File: src/rtl/mips_cpu_mult_div.sv
// HI/LO multiply-divide unit: radix-2 iterative MULT/MULTU/DIV/DIVU plus MTHI/MTLO/MFHI/MFLO.
// Latency WIDTH+1 cycles from start to HI/LO update; a start while busy is dropped, so the datapath stalls on busy.
module mips_cpu_mult_div #(
   parameter int WIDTH = 32
) (
   input  logic             clk,
   input  logic             reset_n,
   input  logic             start,
   input  logic [2:0]       op,
   input  logic [WIDTH-1:0] a,
   input  logic [WIDTH-1:0] b,
   output logic             busy,
   output logic             done,
   output logic [WIDTH-1:0] read_data,
   output logic [WIDTH-1:0] hi,
   output logic [WIDTH-1:0] lo
);

   localparam int CW = $clog2(WIDTH) + 1;

   localparam logic [1:0] S_IDLE = 2'd0;
   localparam logic [1:0] S_CALC = 2'd1;
   localparam logic [1:0] S_FIX  = 2'd2;

   localparam logic [2:0] OP_DIVU  = 3'b000;
   localparam logic [2:0] OP_MULTU = 3'b001;
   localparam logic [2:0] OP_DIV   = 3'b010;
   localparam logic [2:0] OP_MULT  = 3'b011;
   localparam logic [2:0] OP_MTHI  = 3'b100;
   localparam logic [2:0] OP_MTLO  = 3'b101;
   localparam logic [2:0] OP_MFHI  = 3'b110;

   logic [1:0]         state;
   logic [CW-1:0]      count;
   logic [2*WIDTH-1:0] prod;      // multiply accumulator; low half doubles as the quotient shifter
   logic [WIDTH-1:0]   mcand;
   logic [WIDTH-1:0]   divisor;
   logic [WIDTH-1:0]   rem;
   logic [WIDTH-1:0]   a_raw;
   logic               is_div;
   logic               neg_q;
   logic               neg_r;

   logic               is_signed;
   logic               sa;
   logic               sb;
   logic [WIDTH-1:0]   abs_a;
   logic [WIDTH-1:0]   abs_b;
   logic [WIDTH:0]     mul_sum;
   logic [WIDTH:0]     shifted;
   logic               ge;
   logic [WIDTH-1:0]   sub;
   logic [2*WIDTH-1:0] prod_fix;
   logic [WIDTH-1:0]   q_fix;
   logic [WIDTH-1:0]   r_fix;

   assign is_signed = (op == OP_MULT) || (op == OP_DIV);
   assign sa        = is_signed & a[WIDTH-1];
   assign sb        = is_signed & b[WIDTH-1];
   // Negating the most negative value yields the same bit pattern, which read unsigned is the correct magnitude.
   assign abs_a     = sa ? -a : a;
   assign abs_b     = sb ? -b : b;

   assign mul_sum   = {1'b0, prod[2*WIDTH-1:WIDTH]} + {1'b0, (prod[0] ? mcand : {WIDTH{1'b0}})};
   // The partial remainder is always below the divisor, so WIDTH bits hold it and the shifted trial value needs WIDTH+1.
   assign shifted   = {rem, prod[WIDTH-1]};
   assign ge        = shifted >= {1'b0, divisor};
   assign sub       = shifted[WIDTH-1:0] - divisor;

   assign prod_fix  = neg_q ? -prod : prod;
   assign q_fix     = neg_q ? -prod[WIDTH-1:0] : prod[WIDTH-1:0];
   assign r_fix     = neg_r ? -rem : rem;

   assign busy      = (state != S_IDLE);
   assign read_data = (op == OP_MFHI) ? hi : lo;

   always_ff @(posedge clk) begin
      if (!reset_n) begin
         state   <= S_IDLE;
         count   <= '0;
         hi      <= '0;
         lo      <= '0;
         done    <= 1'b0;
         prod    <= '0;
         mcand   <= '0;
         divisor <= '0;
         rem     <= '0;
         a_raw   <= '0;
         is_div  <= 1'b0;
         neg_q   <= 1'b0;
         neg_r   <= 1'b0;
      end else begin
         done <= 1'b0;
         case (state)
            S_IDLE: begin
               if (start) begin
                  case (op)
                     OP_MULT, OP_MULTU, OP_DIV, OP_DIVU: begin
                        is_div  <= !op[0];
                        neg_q   <= sa ^ sb;
                        neg_r   <= sa;
                        a_raw   <= a;
                        mcand   <= abs_a;
                        divisor <= abs_b;
                        rem     <= '0;
                        prod    <= {{WIDTH{1'b0}}, (op[0] ? abs_b : abs_a)};
                        count   <= '0;
                        state   <= S_CALC;
                     end
                     OP_MTHI: hi <= a;
                     OP_MTLO: lo <= a;
                     default: ;
                  endcase
               end
            end
            S_CALC: begin
               if (is_div) begin
                  rem              <= ge ? sub : shifted[WIDTH-1:0];
                  prod[WIDTH-1:0]  <= {prod[WIDTH-2:0], ge};
               end else begin
                  prod <= {mul_sum, prod[WIDTH-1:1]};
               end
               count <= count + CW'(1);
               if (count == CW'(WIDTH - 1))
                  state <= S_FIX;
            end
            S_FIX: begin
               if (is_div) begin
                  if (divisor == '0) begin
                     hi <= a_raw;
                     lo <= {WIDTH{1'b1}};
                  end else begin
                     hi <= r_fix;
                     lo <= q_fix;
                  end
               end else begin
                  hi <= prod_fix[2*WIDTH-1:WIDTH];
                  lo <= prod_fix[WIDTH-1:0];
               end
               done  <= 1'b1;
               state <= S_IDLE;
            end
            default: state <= S_IDLE;
         endcase
      end
   end

endmodule

File: config.mk
export PLATFORM = sky130hd
export DESIGN_NAME = mips_cpu_mult_div
export DESIGN_NICKNAME = d
export VERILOG_FILES = /design/src/rtl/mips_cpu_mult_div.sv
export SDC_FILE = /design/constraint.sdc
export NUM_CORES = 1
export LEC_CHECK = 0
export CAP_MARGIN = 20
export CORE_MARGIN = 2
export CORE_UTILIZATION = 50
export CTS_CLUSTER_DIAMETER = 150
export CTS_CLUSTER_SIZE = 30
export DETAILED_ROUTE_END_ITERATION = 16
export PLACE_DENSITY_LB_ADDON = 0.3
export SYNTH_ARGS = -nofsm -noshare
export SYNTH_HDL_FRONTEND = slang
export SYNTH_SLANG_ARGS = --single-unit
File: constraint.sdc
create_clock -name clk -period 7.32 [get_ports clk]
set_input_delay 1.464 -clock clk [delete_from_list [all_inputs] [get_ports clk]]
set_output_delay 1.464 -clock clk [all_outputs]
set_load 0.01 [all_outputs]
After elaboration in Yosys (flattened, before gate mapping)
Index checks and enable logic that the tools add are counted.

cells by class
  $add $sub $neg = 8
  magnitude comparators = 1
  eq/ne operators = 16
  multiplexer cells = 36
  bitwise operators = 3
  reductions and logical operators = 16

operators by type and width
  operator             number
  $mux 32              21
  $mux 64              3
  $pmux 32 s2          3
  $neg 32->32          4
  $pmux 64 s2          1
  $neg 64->64          1
  $add 32x32->33       1
  $ge 33x32->1         1
  $logic_not 32->1     1
  $sub 32x32->32       1
  $reduce_and 3->1     5
  $mux 6               2
  $pmux 6 s2           1
  $eq 3x3->1 const B   3
  $ne 2x2->1 const B   4
  $reduce_and 4->1     2
  $add 6x1->6 const B  1
  $eq 3x2->1 const B   2
  $eq 6x5->1 const B   1
  $mux 2               3
  $ne 2x1->1 const B   3
  $reduce_bool 2->1    3
  $pmux 2 s2           1
  $reduce_or 4->1      1
  10 further kinds     11

word-level totals
  register bits after elaboration = 268
  output and inout bits = 98
  word-level logic and storage cells = 94

Depth between registers and ports, before layout
  depth in word-level cells = 8
  gate-level depth with buffers = 14

Least setup slack after synthesis
Ideal clock, no wire load.

  path type = input port to output port
  start = input op[2]
  end = output read_data[10]
  arrival time = 2464 ps
  path slack = 3392 ps
  stages = 4
  buffers on the path = 1
  cell sequence = nor2b_1 nand2_1 buf_1 mux2_2

on the way
  word-level cells in the longest chain between the ends = 2

RTL lines
  what             line  RTL
  start, declared  9     input logic [2:0] op,
  $eq 3x3->1       75    assign read_data = (op == OP_MFHI) ? hi : lo;
  $mux 32          75
  end, declared    14    output logic [WIDTH-1:0] read_data,

Every way passes these cells.

Final worst setup path
  start = input op[0]
  end = output read_data[29]

Same word-level chain as after synthesis.

==> metrics.txt <==
CORE AREA 37,670 µm²; cell with the most instances after synthesis nand2_1; number of flops mapped to enable cells by yosys 0; Critical Path, Cell by Cell clkdlybuf4s50_1 > buf_4 > nor2b_1 > nand2_1 > buf_4 > mux2_2 > clkdlybuf4s50_1; synthesis-stage register bit count 267; global-route total usage across every layer 34.19%; detailed-route DRC error count 0; worst path required time 5.86 ns; reg2reg start prod[0]; syn avg cell area 7.888 µm²; max incr delay on CP 0.49 ns; Hold/Removal Path Class reg2reg; FFs w/ async S/R, synth 0%; die height 199.5 µm; Iteration-0 DRC Markers 2,538; wirelength, routed 70,570 µm; fin crit share 72.27%; Layout Utilization 56.81%; vias in the first global route 17,422; crit path DAT 3.83 ns; DIE WIDTH 199.5 µm; crit path max-delay cell type clkdlybuf4s50_1; Synthesized Nets 2,564; routability cong. 1.004; minimum clock period 5.291 ns; worst-case reg-to-reg path depth 13; Vias/cell 6.565; Setup CP Type in2out; first-pass iteration count of the detailed router 7; main flop type after synthesis dfxtp_1; Critical Path Start op[0]; Max Root-Sink Buffers 3; worst reg2reg setup slack 3.08 ns; Setup TNS 0 ns; Final Hold Viols 0; Clock Latency Late Sink 0.51 ns; Root Driver clkbuf_16; unrepaired setup endpoints after global routing no; Worst Setup EP read_data[29]; top-area cell type share of the netlist area 27.97%; post-synthesis sequential area ratio 27.97%; hpwl dp 52,890 µm; pin count of the biggest net entering global routing 88; Crit. path cell count 7; total grt overflow 0; Final Skew 0.02106 ns; status finished, final reports clean; row count 71; worst vdd ir 127.5 µV; post-CTS resize count 0; CTS tree done; Final ANT Viol Nets 0; layout cells sized above 1 5.818%; Synth area leader dfxtp_1; CP Capture Type primary output; power per cell area 149.7 nW/µm²; via count 19,525; synth warn 0; CTS Hold Bufs 0; Max Cap Viol 0; Unique masters post-synth 77; synthesized area 19,110 µm²; commonest cells in the netlist 294 x nand2_1, 267 x dfxtp_1, 204 x o21ai_0, 157 x a21oi_1, 147 x clkbuf_1; Clock transition at path regs 0.12 ns; Final #Nets 2,598; Slew headroom 24.94%; Worst path top cell family by delay buffers and inverters; H-tree Lvls 1; IO Port Bufs 167; area added between synthesis and finish 11.95%; die area 39,800 µm²; crit-path max FO 32; antenna violations before repair 6; setup bufs post-CTS 0; CTS Buf Count 12; CP startpoint kind primary input; Lkg Pwr 8.724 nW; R2R Path End prod[62]; Synth Instances 2,423; Max Fclk 189.0 MHz; Ports 168; WP buf/inv 4; Least-Margin Pin Slew 1.123 ns; Sink Count 267; Starting Density 50.74%; # setup viols final 0; WL per Instance 23.73 µm; leading post-synthesis cells by cell area dfxtp_1 28%, nand2_1 5.8%, o21ai_0 5.3%, xor2_1 5.3%, ha_1 4.5%; first-pass GRT wire length 104,700 µm; Final Max Slew Viols 0
metrics by stage:
stage	power (mW)	instances	setup WS [ns]	hold slack [ns]	area [µm²]
final	3.204	2974	2.029	0.4745	21400
after global routing	3.307	2974	1.960	0.4879	21400
after CTS	3.168	2967	2.067	0.4760	21330
after detailed placement	2.379	2952	2.066	0.4590	21000
after global placement	2.364	2952	2.128	0.4516	21000
after floorplan	2.089	2423	3.392	0.4430	19110
area by class of cell:
cell class              instances  area, µm²
diodes                          5      12.51
clock buffers                  14      329.1
multi-input cells            1924      12940
flip-flops and latches        267       5350
inverters                      61      229.0
repair buffers                191       1893
fillers                      3508      16270
clock inverters                 1      5.005
well taps                     511      639.4
report_power, final:
part / internal, mW / total, mW / switching [mW]
Combinational: 0.298 / 0.786 / 0.488
Clock: 0.326 / 0.817 / 0.491
Sequential: 1.52 / 1.60 / 0.0855
per-layer routing:
layer | track usage [%] | wire length, µm
met1 | 45.78 | 28160
met2 | 52.12 | 30190
met3 | 7.105 | 8287
met4 | 16.79 | 3918
met5 | 0 | 9
how the worst min path moves through the flow:
| stage | cells after the start | slack (ns) | endpoint | from |
|---|---|---|---|---|
| floorplan | 2 | 0.44 | a_raw[8] | a_raw[8] |
| global placement | 2 | 0.45 | a_raw[10] | a_raw[10] |
| detailed placement | 2 | 0.46 | a_raw[8] | a_raw[8] |
| CTS | 2 | 0.48 | a_raw[30] | a_raw[30] |
| global route | 2 | 0.49 | a_raw[28] | a_raw[28] |
| finish | 2 | 0.47 | a_raw[30] | a_raw[30] |
cells by family after synthesis:
logic type               after synthesis  share of synthesized area [%]
buffers and inverters                232                          4.602
XOR/XNOR                             189                          8.661
adder cells (fa/ha/maj)               71                          4.727
multiplexers                         135                          7.509
flip-flops                           267                          27.97
AO/OA/AOI/OAI                        750                          26.53
AND/OR/NAND/NOR                      779                          20.01
worst min-delay path, cell delays in order, from the launching register on:
cell	delay, ns
dfxtp_1	0.33
nand2_1	0.05
a21boi_0	0.06
sequential cells by signal (all words and copies together) (netlist names):
register,cells
a_raw,31
count,6
divisor,32
done,1
hi,32
is_div,1
lo,32
mcand,32
neg_q,1
neg_r,1
prod,64
rem,32
state,2
layout by cell type (no fill, tap or decap), types with 14 or more instances in the layout:
cell               n
nor3_1            35
or3_1             50
a211oi_1          15
nor3b_1           19
and2_1            41
nor4_1            32
nand2b_1          21
o211a_1           49
mux2_2            67
ha_1              69
nor2b_1           29
buf_4             22
a221oi_1          20
a31oi_1           14
xnor2_1           74
inv_1             60
o21ai_0          204
a21oi_1          156
dfxtp_1          265
nand4_1           15
a21boi_0          54
a22oi_1           16
o211ai_1          17
nor2_1           137
o31ai_1           41
o41ai_1           14
nand3_1           41
o2111a_1          22
clkdlybuf4s50_1  166
o21a_1            16
and3_1            14
xor2_1           115
mux2i_1           68
a21o_1            31
nand2_1          294
or4_1             19
Power figures use the tool's default switching activity.
==> RTL change 1 (same flow settings) <==
Change the parameter `WIDTH` from 32 to 16.
--- a/src/rtl/mips_cpu_mult_div.sv
+++ b/src/rtl/mips_cpu_mult_div.sv
@@ -3,3 +3,3 @@
 module mips_cpu_mult_div #(
-   parameter int WIDTH = 32
+   parameter int WIDTH = 16
 ) (
Ports: changed (5 resized); port bits go from 168 to 88. No check against the original RTL was run, so the function may have changed too.
==> RTL change 1 against the original RTL <==
  * Design area is 49% lower
  * Power is 34% lower
  * Non-clock buffer count is 86 lower
  * Sequential power is 49% lower
  * Synthesized area is 51% lower
  * Worst hold slack worse by 0.021 ns
  * Die area is 51% lower
  * Worst setup slack worse by 0.41 ns
  * Clock power is 10% higher
  * Sequential cell count is 129 lower
  * Routed wire length is 57% lower
  * Register-to-register slack better by 1.2 ns
  * Highest routed layer is now met4
==> RTL change 1: results (changes against the original RTL) <==
status:
  status: "finished clean"  # unchanged
layout:
  drive_above_1_share_pct: 7.470  # was 5.818%
  n_antenna_cell: 0  # was 5
  fillCellCount: 1604  # was 3508
  largest_register_ffs: 32  # was 64
  regArea_mm2: 0.002763  # was 0.005350 mm^2
  final_core_util_pct: 60.32  # was 56.81%
synth:
  synth_nets: 1261  # was 2564
  synth_fa_ha_area_share_pct: 5.549  # was 4.727%
  yosys.area_share.xor_xnor_pct: 8.862  # was 8.661%
  synth_sequential_area_ratio_pct: 29.74  # was 27.97%
  synth_mux_area_share_pct: 6.209  # was 7.509%
  synthTopCellsByCount: "140 x nor2_1, 138 x dfxtp_1, 105 x nand2_1, 92 x a21oi_1, 64 x clkbuf_1"  # was 294 x nand2_1, 267 x dfxtp_1, 204 x o21ai_0, 157 x a21oi_1, 147 x clkbuf_1
  ys_types: 70  # was 77
  synth_area_leaders: "dfxtp_1 30%, nor2_1 5.7%, ha_1 5.1%"  # was dfxtp_1 28%, nand2_1 5.8%, o21ai_0 5.3%
  avgSynthCellArea_um2: 7.853  # was 7.888 um^2
  synth_compound_area_share_pct: 24.00  # was 26.53%
pwr:
  ir_drop_mv: 0.1468  # was 0.1275 mV
  leakage_nw: 4.288  # was 8.724 nW
detailed_routing:
  first_pass_iters: 5  # was 7
  drt-initial-drc-count: 948  # was 2538
  drt_wl_total_um: 30160  # was 70570 um
  viasPerCell: 6.343  # was 6.565
timing:
  slew_headroom_pct: 26.28  # was 24.94%
  fin_skew_ns: 0.008416  # was 0.02106 ns
  timing.hold.ws_ns: 0.4539  # was 0.4745 ns
global_routing:
  grt_usage_pct: 30.05  # was 34.19%
  grt_pass1_vias: 8444  # was 17.42k
  grt_max_degree: 70  # was 88
  grt_pass1_wl_um: 46490  # was 104700 um
  antenna_found_initial: 0  # was 6
clock_tree:
  cts_buffers: 17  # was 12
  insertion_delay_ns: 0.43  # was 0.51 ns
  clockBufferDepth: 2  # was 3
  path_clk_slew_ns: 0.06  # was 0.12 ns
  h-tree-depth: 4  # was 1
place:
  gp_congestion: 0.9493  # was 1.004
  placed_cells: 1440  # was 2952
  portBuffers: 87  # was 167
  place_area_mm2: 0.01028  # was 0.02100 mm^2
  preCtsSetupSlack_ns: 1.734  # was 2.066 ns
  dp_hpwl_um: 21610  # was 52890 um
worst_hold_path:
  hold_end: "a_raw[9]$_SDFFE_PN0P_"  # was a_raw[30]$_SDFFE_PN0P_
  min_from: "a_raw[9]$_SDFFE_PN0P_"  # was a_raw[30]$_SDFFE_PN0P_
critical_path:
  crit_path_max_fanout: 16  # was 32
  timing.rr.end: "rem[8]$_SDFFE_PN0P_"  # was prod[62]$_SDFFE_PN0P_
  r2r_cells: 10  # was 13
  slowest_delay_ns: 0.71  # was 0.49 ns
  r2r-start: "prod[15]$_SDFFE_PN0P_"  # was prod[0]$_SDFFE_PN0P_
  regToRegSetupSlack_ns: 4.30  # was 3.08 ns
-- RTL change 1: logic make-up after synthesis --
| kind of cell | count (synthesis) |
|---|---|
| simple gates | 405 |
| compound gates | 331 |
| flops | 138 |
| buf+inv | 120 |
| xor+xnor | 94 |
| mux | 55 |
| fa+ha+maj | 40 |
-- RTL change 1: worst max-delay path by stage --
stage,endpoint,slack [ns],cells past startpoint
4_1_cts,read_data[7],1.71,5
5_1_grt,read_data[7],1.47,5
3_5_place_dp,read_data[7],1.73,5
3_3_place_gp,read_data[13],1.84,5
6_report,read_data[7],1.62,5
2_1_floorplan,read_data[10],3.11,5
-- RTL change 1: area by class of cell --
| cell class | count | share of cell area [%] |
|---|---|---|
| Inverter | 45 | 1.548 |
| Tap cell | 229 | 2.626 |
| Sequential cell | 138 | 25.32 |
| Timing Repair Buffer | 105 | 9.221 |
| Multi-Input combinational cell | 925 | 55.67 |
| Clock inverter | 13 | 1.548 |
| Clock buffer | 19 | 4.060 |
-- RTL change 1: worst reg2reg max path, cell delays in order (launching register included) --
cell and delay, ns:
dfxtp_1 0.49, inv_1 0.20, ha_1 0.25, nor2b_1 0.15, o211ai_1 0.12, a311oi_1 0.54, o21bai_1 0.22, a21oi_1 0.36
buf_4 0.27, mux2i_1 0.22, o21ai_0 0.09
-- RTL change 1: metal layers --
metal	up-vias	global-route usage, %	part of all wire [%]
met1	4389	40.25	41
met3	86	6.085	9.8
met5	-	0	0
met2	484	46.44	44
li1	4390	-	-
met4	0	14.41	4.5
-- RTL change 1: power breakdown --
part | switching, mW | internal, mW | total [mW]
combinational | 0.239 | 0.148 | 0.387
sequential | 0.0379 | 0.782 | 0.820
clock | 0.352 | 0.548 | 0.900
==> RTL change 2 (same flow settings) <==
Without the edit above. One comparison of `count` changes from == to >=.
--- a/src/rtl/mips_cpu_mult_div.sv
+++ b/src/rtl/mips_cpu_mult_div.sv
@@ -123,3 +123,3 @@
                count <= count + CW'(1);
-               if (count == CW'(WIDTH - 1))
+               if (count >= CW'(WIDTH - 1))
                   state <= S_FIX;
Check against the original RTL: same outputs for any inputs over 4 cycles, from zero or initial values and one cycle with reset_n low; that may be too few to reach the edited logic, so the function may still have changed.
==> RTL change 2 against the original RTL <==
  * Worst hold slack got worse by 0.0036 ns
  * Synthesized area shrank 0.37%
  * Design area is 0.38% lower
  * Register-to-register slack improved by 0.03 ns
  * Maximum frequency fell by 13%
  * Power grew 8.2%
  * Worst setup slack worse by 0.80 ns
  * Routed wire length down 4.8%
  * Sequential cell count stayed put
  * Highest routed layer is now met4
==> RTL change 2: results (changes against the original RTL) <==
synth:
  synth_area_leaders: "dfxtp_1 28%, nand2_1 5.9%, o21ai_0 5.5%"  # was dfxtp_1 28%, nand2_1 5.8%, o21ai_0 5.3%
  synthTopCellsByCount: "297 x nand2_1, 267 x dfxtp_1, 209 x o21ai_0, 195 x a21oi_1, 180 x nor2_1"  # was 294 x nand2_1, 267 x dfxtp_1, 204 x o21ai_0, 157 x a21oi_1, 147 x clkbuf_1
  synth_mux_area_share_pct: 7.550  # was 7.509%
  synth_fa_ha_area_share_pct: 4.744  # was 4.727%
  netlist_instances: 2464  # was 2423
global_routing:
  grt_max_degree: 84  # was 88
  use_met2_pct: 52.51  # was 52.12%
  grt_pass1_vias: 17470  # was 17.42k
  grt_pass1_wl_um: 101800  # was 104700 um
  grt_use_met1_pct: 45.49  # was 45.78%
layout:
  fillCellCount: 3502  # was 3508
  drive_above_1_share_pct: 5.484  # was 5.818%
  num-nets-final: 2638  # was 2598
detailed_routing:
  top_layer_used: "met4"  # was met5
  wl_met2_um: 29830  # was 30190 um
  wl_met1_um: 28520  # was 28160 um
  drt_wl_total_um: 67180  # was 70570 um
place:
  preCtsSetupSlack_ns: 1.287  # was 2.066 ns
  gp_congestion: 0.9708  # was 1.004
pwr:
  leakage_nw: 8.535  # was 8.724 nW
  p_comb_share_pct: 28.0  # was 24.5%
  sequentialPower_mw: 1.66  # was 1.60 mW
critical_path:
  crit_path_max_fanout: 48  # was 32
  endpoint: "read_data[23]"  # was read_data[29]
  slowest_stage: "nand3_2"  # was clkdlybuf4s50_1
  timing.rr.end: "prod[61]$_SDFFE_PN0P_"  # was prod[62]$_SDFFE_PN0P_
  slowest_delay_ns: 0.88  # was 0.49 ns
status:
  status: "finished clean"  # unchanged
worst_hold_path:
  hold_end: "a_raw[5]$_SDFFE_PN0P_"  # was a_raw[30]$_SDFFE_PN0P_
timing:
  timing.hold.ws_ns: 0.4708  # was 0.4745 ns
  fin_skew_ns: 0.02362  # was 0.02106 ns
  timing.final.ws_setup_ns: 1.234  # was 2.029 ns
[RTL change 2: changes by cell type after synthesis, moves of 15 or more]
cell	delta
o211ai_1	+16
a21oi_1	+38
xnor2_1	+24
inv_1	+17
nor2_1	+39
o2111a_1	-22
xor2_1	-23
or3_1	-31
a221oi_1	-15
[RTL change 2: layout make-up]
type                       instances  area [um^2]  area share [%]
tap                              511        639.4           3.000
inverter                          79        296.5           1.391
clock buffer                      14        329.1           1.544
clock inverter                     1        5.005         0.02348
multi-input combinational       1946        12790           60.00
antenna                            3        7.507         0.03522
timing repair buffer             191         1898           8.905
sequential                       267         5350           25.10
[RTL change 2: kinds of logic after synthesis]
| group | count (synthesis) |
|---|---|
| AND/OR/NAND/NOR | 789 |
| flip-flops | 267 |
| XOR/XNOR | 190 |
| multiplexers | 136 |
| adder cells (fa/ha/maj) | 71 |
| AO/OA/AOI/OAI | 760 |
| buffers and inverters | 251 |
